[src/rtl/hls_target_mul_pipe.sv]
// Pipelined integer multiplier with valid/ready flow control and clock enable.
// Optional HLS_MUL_PIPE_SAT_EN: saturate narrow results and add an ovf output.
//
// Ports:
//   clk, reset   rising-edge clock, synchronous active-high reset
//   ce           clock enable; low freezes every register
//   in_valid/in_ready, din0, din1   operand pair handshake
//   out_valid/out_ready, dout       result handshake
//   ovf          (HLS_MUL_PIPE_SAT_EN only) result was clamped
module hls_target_mul_pipe #(
    parameter int DIN0_WIDTH = 12,
    parameter int DIN1_WIDTH = 8,
    parameter int DOUT_WIDTH = 20,
    parameter int NUM_STAGE  = 3,
    parameter int SIGNED     = 0
) (
    input  logic                  clk,
    input  logic                  reset,
    input  logic                  ce,
    input  logic                  in_valid,
    output logic                  in_ready,
    input  logic [DIN0_WIDTH-1:0] din0,
    input  logic [DIN1_WIDTH-1:0] din1,
    output logic                  out_valid,
    input  logic                  out_ready,
    output logic [DOUT_WIDTH-1:0] dout
`ifdef HLS_MUL_PIPE_SAT_EN
    ,
    output logic                  ovf
`endif
);

    localparam int P = DIN0_WIDTH + DIN1_WIDTH;

    logic [P-1:0]          prod;
    logic [DOUT_WIDTH-1:0] res;
    logic                  advance;
`ifdef HLS_MUL_PIPE_SAT_EN
    logic                  res_ovf;
`endif

    generate
        if (SIGNED != 0) begin : g_smul
            logic signed [P-1:0] sa;
            logic signed [P-1:0] sb;
            assign sa   = P'($signed(din0));
            assign sb   = P'($signed(din1));
            assign prod = sa * sb;
        end else begin : g_umul
            assign prod = P'(din0) * P'(din1);
        end
    endgenerate

    generate
        if (DOUT_WIDTH > P) begin : g_ext
            logic ext;
            assign ext = (SIGNED != 0) & prod[P-1];
            assign res = {{(DOUT_WIDTH - P){ext}}, prod};
`ifdef HLS_MUL_PIPE_SAT_EN
            assign res_ovf = 1'b0;
`endif
        end else if (DOUT_WIDTH == P) begin : g_same
            assign res = prod;
`ifdef HLS_MUL_PIPE_SAT_EN
            assign res_ovf = 1'b0;
`endif
        end else begin : g_narrow
`ifdef HLS_MUL_PIPE_SAT_EN
            if (SIGNED != 0) begin : g_ssat
                // In range only if all bits from the result sign upward agree.
                logic [P-DOUT_WIDTH:0] top;
                logic [DOUT_WIDTH-1:0] smin;
                assign top     = prod[P-1:DOUT_WIDTH-1];
                assign smin    = DOUT_WIDTH'(1) << (DOUT_WIDTH - 1);
                assign res_ovf = ~(&top | ~|top);
                assign res     = !res_ovf ? prod[DOUT_WIDTH-1:0] :
                                 prod[P-1] ? smin : ~smin;
            end else begin : g_usat
                assign res_ovf = |prod[P-1:DOUT_WIDTH];
                assign res     = res_ovf ? '1 : prod[DOUT_WIDTH-1:0];
            end
`else
            assign res = DOUT_WIDTH'(prod);
`endif
        end
    endgenerate

    logic [NUM_STAGE-1:0]  vld_q;
    logic [DOUT_WIDTH-1:0] dat_q [NUM_STAGE];
`ifdef HLS_MUL_PIPE_SAT_EN
    logic [NUM_STAGE-1:0]  ovf_q;
`endif

    assign out_valid = vld_q[NUM_STAGE-1];
    assign dout      = dat_q[NUM_STAGE-1];
    assign advance   = ce & ~reset & (~out_valid | out_ready);
    assign in_ready  = advance;
`ifdef HLS_MUL_PIPE_SAT_EN
    assign ovf       = ovf_q[NUM_STAGE-1];
`endif

    // Data only moves behind a valid bit, so bubbles never overwrite
    // a stage and dout keeps its last result while out_valid is low.
    always_ff @(posedge clk) begin
        if (reset) begin
            vld_q <= '0;
            for (int i = 0; i < NUM_STAGE; i++) begin
                dat_q[i] <= '0;
            end
`ifdef HLS_MUL_PIPE_SAT_EN
            ovf_q <= '0;
`endif
        end else if (advance) begin
            vld_q[0] <= in_valid;
            if (in_valid) begin
                dat_q[0] <= res;
`ifdef HLS_MUL_PIPE_SAT_EN
                ovf_q[0] <= res_ovf;
`endif
            end
            for (int i = 1; i < NUM_STAGE; i++) begin
                vld_q[i] <= vld_q[i-1];
                if (vld_q[i-1]) begin
                    dat_q[i] <= dat_q[i-1];
`ifdef HLS_MUL_PIPE_SAT_EN
                    ovf_q[i] <= ovf_q[i-1];
`endif
                end
            end
        end
    end

endmodule

[config.mk]
export PLATFORM = sky130hd
export DESIGN_NAME = hls_target_mul_pipe
export DESIGN_NICKNAME = d
export VERILOG_FILES = /design/src/rtl/hls_target_mul_pipe.sv
export SDC_FILE = /design/constraint.sdc
export NUM_CORES = 1
export LEC_CHECK = 0
export BUFFER_PORTS_ARGS = -buffer_cell sky130_fd_sc_hd__buf_2
export CAP_MARGIN = 5
export CELL_PAD_IN_SITES_DETAIL_PLACEMENT = 0
export CELL_PAD_IN_SITES_GLOBAL_PLACEMENT = 2
export CORE_MARGIN = 10
export CORE_UTILIZATION = 36
export DETAILED_ROUTE_END_ITERATION = 8
export GPL_TIMING_DRIVEN = 1
export PLACE_DENSITY = 0.85
export SYNTH_ARGS = -nofsm -noshare
export SYNTH_HDL_FRONTEND = slang
export SYNTH_SLANG_ARGS = --single-unit
[constraint.sdc]
create_clock -name clk -period 4.98 [get_ports clk]
set_input_delay 0.996 -clock clk [delete_from_list [all_inputs] [get_ports clk]]
set_output_delay 0.996 -clock clk [all_outputs]
set_load 0.01 [all_outputs]
# Word-level counts from Yosys, hierarchy flattened
# Memories as Yosys holds them, arrays and structs flattened.
# Cells that the tools add are included.
dict set report word_totals {
  mem_count 1
  output_inout_bits 22
  regBits 3
  ram_bits 60
  inputBits 25
  elab_cells 28
}
dict set report classes {
  mux 17
  bitwise 8
  n_mul 1
}
# memory depth width read_ports rd_clocked_by_memory_dff wr line_no
set mem_list {}
lappend mem_list {dat_q 3 20 3 0 3 89} ;# logic [DOUT_WIDTH-1:0] dat_q [NUM_STAGE];
# cell n
set op_table {}
lappend op_table {{20-bit 2-to-1 mux} 3}
lappend op_table {{12-bit by 8-bit multiplier with 20-bit output} 1}
lappend op_table {{1-bit 2-to-1 mux} 14}
lappend op_table {{1-bit OR} 4}
lappend op_table {{1-bit AND} 2}
lappend op_table {{1-bit NOT} 2}

# Longest topological paths before layout
dict set report logic_depth {
  ltp_word 7
  depth_mapped 17
  mapped_depth_nobuf 16
}

# Worst setup path after synthesis
# Ideal clock, no wire load.
dict set report synth_timing {
  path_kind {input port to flip-flop}
  from {input din1[7]}
  to {memory dat_q[0][18] (data pin)}
  path_slack_ns -0.162
  required_time_ns 4.720
  setup_time_ns 0.260
  path_stages 16
  t_arrival_ns 4.882
  n_path_buf 1
  cell_sequence {clkbuf_1 nand2_1 fa_1 fa_1 inv_1 fa_1 inv_1 fa_1 inv_1 ha_1 nand2_2 nor3_2 o221ai_2 o31ai_4 mux2i_1 nor3_2}
}
# item line_no
set synth_lines {}
lappend synth_lines {{from (decl)} 23} ;# input logic [DIN1_WIDTH-1:0] din1,
lappend synth_lines {{to (decl)} 89}

==> reports/metrics.json <==
{
  "cts": {
    "tritoncts": "built",
    "cts_buffers": 9,
    "clk_transition_reported_paths_ns": 0.05,
    "clock_latency_ns": 0.32,
    "clock_tree.root_cell": "clkbuf_16",
    "cts.sinks": 63,
    "cts_max_path_buffers": 2,
    "cts-htree-levels": 3
  },
  "floorplanning": {
    "floorplan.io_pins": 47,
    "dieHeight_um": 145,
    "effective_utilization_at_floorplan_pct": 36.8,
    "placeableCoreArea_mm2": 0.0153,
    "core.rowCount": 45,
    "die_area_mm2": 0.0210,
    "die_w_um": 145
  },
  "grt": {
    "grt.total_usage_pct": 9.87,
    "first_global_vias": 3856,
    "grt_max_degree": 48,
    "grt_first_pass_wirelength_mm": 17.8,
    "globalRouteOverflowTotal": 0,
    "number_of_antenna_violations_at_the_first_check_in_global_routing": 0
  },
  "drt": {
    "drt_first_iter_violations": 118,
    "wire_per_inst_um": 12.2,
    "detailroute.via_count": 3586,
    "detail_route.first_pass.iterations": 4,
    "viasPerCell": 4.35,
    "routed_wl_mm": 10.1,
    "route.antenna.remaining_nets": 0,
    "route.detailed.drc": 0
  },
  "sta": {
    "final_hold_viol_count": 0,
    "maxSlewViolCount": 0,
    "timing.hold.ws_ns": 0.481,
    "finalSetupViolCount": 0,
    "fin_worst_skew_ns": 0.00711,
    "worst-slew-pin-transition_ns": 0.882,
    "period_minus_slack_ns": 4.85,
    "fmax_ghz": 0.206,
    "final_worst_path_cycle_share_pct": 97.4,
    "worst_slew_margin_rel_pct": 41.2,
    "timing.setup.tns_ns": 0
  },
  "worst_setup_path": {
    "critical_path.max_fanout": 4,
    "cpLargestDelayFamily": "adder cells",
    "worst-setup-path-type": "in -> reg",
    "worst_setup_path_end_kind": "flop",
    "cp_num_buf_inv": 5,
    "critical_path.startpoint_type": "primary input",
    "timing.critical_path.cells": "buf_2 -> buf_6 -> and2_1 -> fa_1 -> fa_1 -> fa_1 -> inv_2 -> fa_1 -> inv_2 -> ha_4 -> a211oi_2 -> nor2_2 -> o41ai_4 -> o31ai_4 -> buf_4 -> xnor2_2 -> nor2_1",
    "critPathSlowestCell": "fa_1",
    "reg2reg_setup_slack_ns": 3.32,
    "max_stage_delay_ns": 0.53,
    "critical_path_required_ns": 5.03,
    "crit_path_frequent_cell": "fa_1",
    "crit_arrival_ns": 4.89
  },
  "synthesis": {
    "syn_inst": 540,
    "synth_flop_cell": "edfxtp_1",
    "synth-edff-count": 60,
    "synth_area_mm2": 0.00562,
    "synth_compound_gate_area_share_pct": 5.74,
    "synthMuxAreaShare_pct": 0.557,
    "yosys-top-cells-area": "edfxtp_1 (32%), fa_1 (21%), and2_1 (12%), ha_1 (8.9%), inv_1 (5.6%)",
    "synthArstFlopShare_pct": 0,
    "synth.ff_latch_count": 63,
    "ys_seq_area_share_pct": 33.1,
    "warnings_synthesis": 0,
    "yosys.area_share.simple_pct": 19.3,
    "net_count_after_synthesis": 665,
    "synth_xor_area_share_pct": 1.56,
    "yosys.area_share.adder_pct": 30.3,
    "combinational_family_with_the_most_area_after_synthesis": "adder cells",
    "yosys.area.top_type_share_pct": 32.1,
    "post_synth.cell_area_avg_um2": 10.4,
    "yosys.cell_types.count": 41,
    "synth_top_cell_by_area": "edfxtp_1"
  },
  "status": {
    "outcome": "complete, no violations"
  },
  "final_layout": {
    "fill_cells": 1435,
    "layout-area-overhead-vs-synth_pct": 19.0,
    "design.final.nets": 733,
    "post_layout_nonfiller_instances": 824,
    "final_layout_size_suffix_gt1_share_pct": 22.5,
    "diodes": 0,
    "area_of_combinational_cells_with_multiple_inputs_mm2": 0.00334,
    "area.sequential_mm2": 0.00186
  },
  "min_path": {
    "path_class_of_the_lowest_slack_min_delay_path": "reg -> reg"
  },
  "placed_design": {
    "place_congestion": 0.881,
    "numPortBuffers": 46,
    "placed_cells_incl_taps": 808,
    "dp_hpwl_mm": 8.33
  },
  "power": {
    "power.static_leakage_uw": 0.00313,
    "vdd.ir_drop.worst_mv": 0.228,
    "fin_total_pwr_uw": 2900,
    "p_per_area_mw_per_mm2": 433
  },
  "flow_run": {
    "max_cap_violation_count": 0
  }
}
worst min-delay path, delay by kind of cell (launching register included):
kind	cells	cell delay (ns)
compound gates	1	0.05
simple gates	1	0.06
flops	1	0.32
metrics by stage:
step	worst slack (ns)	cell area [µm²]	util (%)
floorplan	-0.00577	5630	-
finish	0.132	6690	43.8
global route	-0.0290	6690	43.8
CTS	0.120	6570	43.1
global placement	-0.184	6270	41.1
detailed placement	-0.238	6270	41.1
registers in the layout, indices dropped and copies added (netlist names):
name	flops
dat_q	60
vld_q	3
worst paths after layout:
path | from | endpoint | depth (start not counted)
hold reg to reg | vld_q[0] | vld_q[0] | 2
hold / removal | vld_q[0] | vld_q[0] | 2
setup reg to reg | vld_q[2] | dat_q[0][10] | 4
setup / recovery | din0[6] | dat_q[0][16] | 17
routing by layer:
metal	vias to the layer above	track usage [%]	part of all wire, %
met1	1683	13.1	50
met5	-	0	0
met4	0	2.81	1.3
met3	11	2.27	4.7
li1	1824	-	-
met2	68	15.7	44
cell families after synthesis:
group | after synthesis
AO/OA/AOI/OAI | 43
flip-flops | 63
adder cells (fa/ha/maj) | 100
buffers and inverters | 121
XOR/XNOR | 10
multiplexers | 3
AND/OR/NAND/NOR | 200
cell usage in the layout, fill, tap and decap left out, types with 2 or more instances in the layout:
master and count:
a211oi_2 3, a21o_1 6, a21oi_1 12, and2_1 108
and2_4 2, and3_1 2, buf_2 41, buf_4 48
clkbuf_1 2, clkbuf_16 9, clkbuf_4 4, clkbuf_8 2
dfxtp_1 3, edfxtp_1 60, fa_1 59, ha_1 36
ha_4 3, inv_1 81, inv_2 3, mux2i_1 2
nand2_1 42, nand2b_1 6, nand3_1 5, nor2_1 24
nor3_1 2, nor3_2 2, o21a_1 2, o21ai_0 3
o21ai_1 3, o21ai_2 3, xnor2_1 5, xor2_1 4
repair_timing:
| item | in CTS | in global routing |
|---|---|---|
| resized for setup | 0 | 27 |
| hold buffers | 0 | 0 |
| setup buffers | 0 | 1 |
| setup endpoints to repair | 0 | 4 |
cell usage after synthesis, types with 2 or more instances:
master    instances
nand2_1          42
nand3_1           5
a21o_1            6
clkbuf_1         17
fa_1             60
inv_1            84
mux2i_1           2
a21oi_1          13
nand2b_1          6
xnor2_1           6
a211oi_1          2
o21ai_0           5
buf_4            20
and3_1            2
and2_1          110
nor3_1            3
o21ai_1           3
ha_1             40
xor2_1            4
nor3_2            2
a211oi_2          2
nor2_1           25
o21a_1            2
dfxtp_1           3
edfxtp_1         60
report_power, final:
part / internal (µW) / switching, µW
combinational: 800 / 832
sequential: 643 / 9.36
clock: 413 / 199
cell type report:
type	count	area share (%)
multi-input cells	356	49.9
repair buffers	94	9.08
well taps	211	3.95
clock buffers	13	3.89
inverters	84	4.72
flip-flops and latches	63	27.8
clock inverters	3	0.636
(Power assumes the default switching activity.)
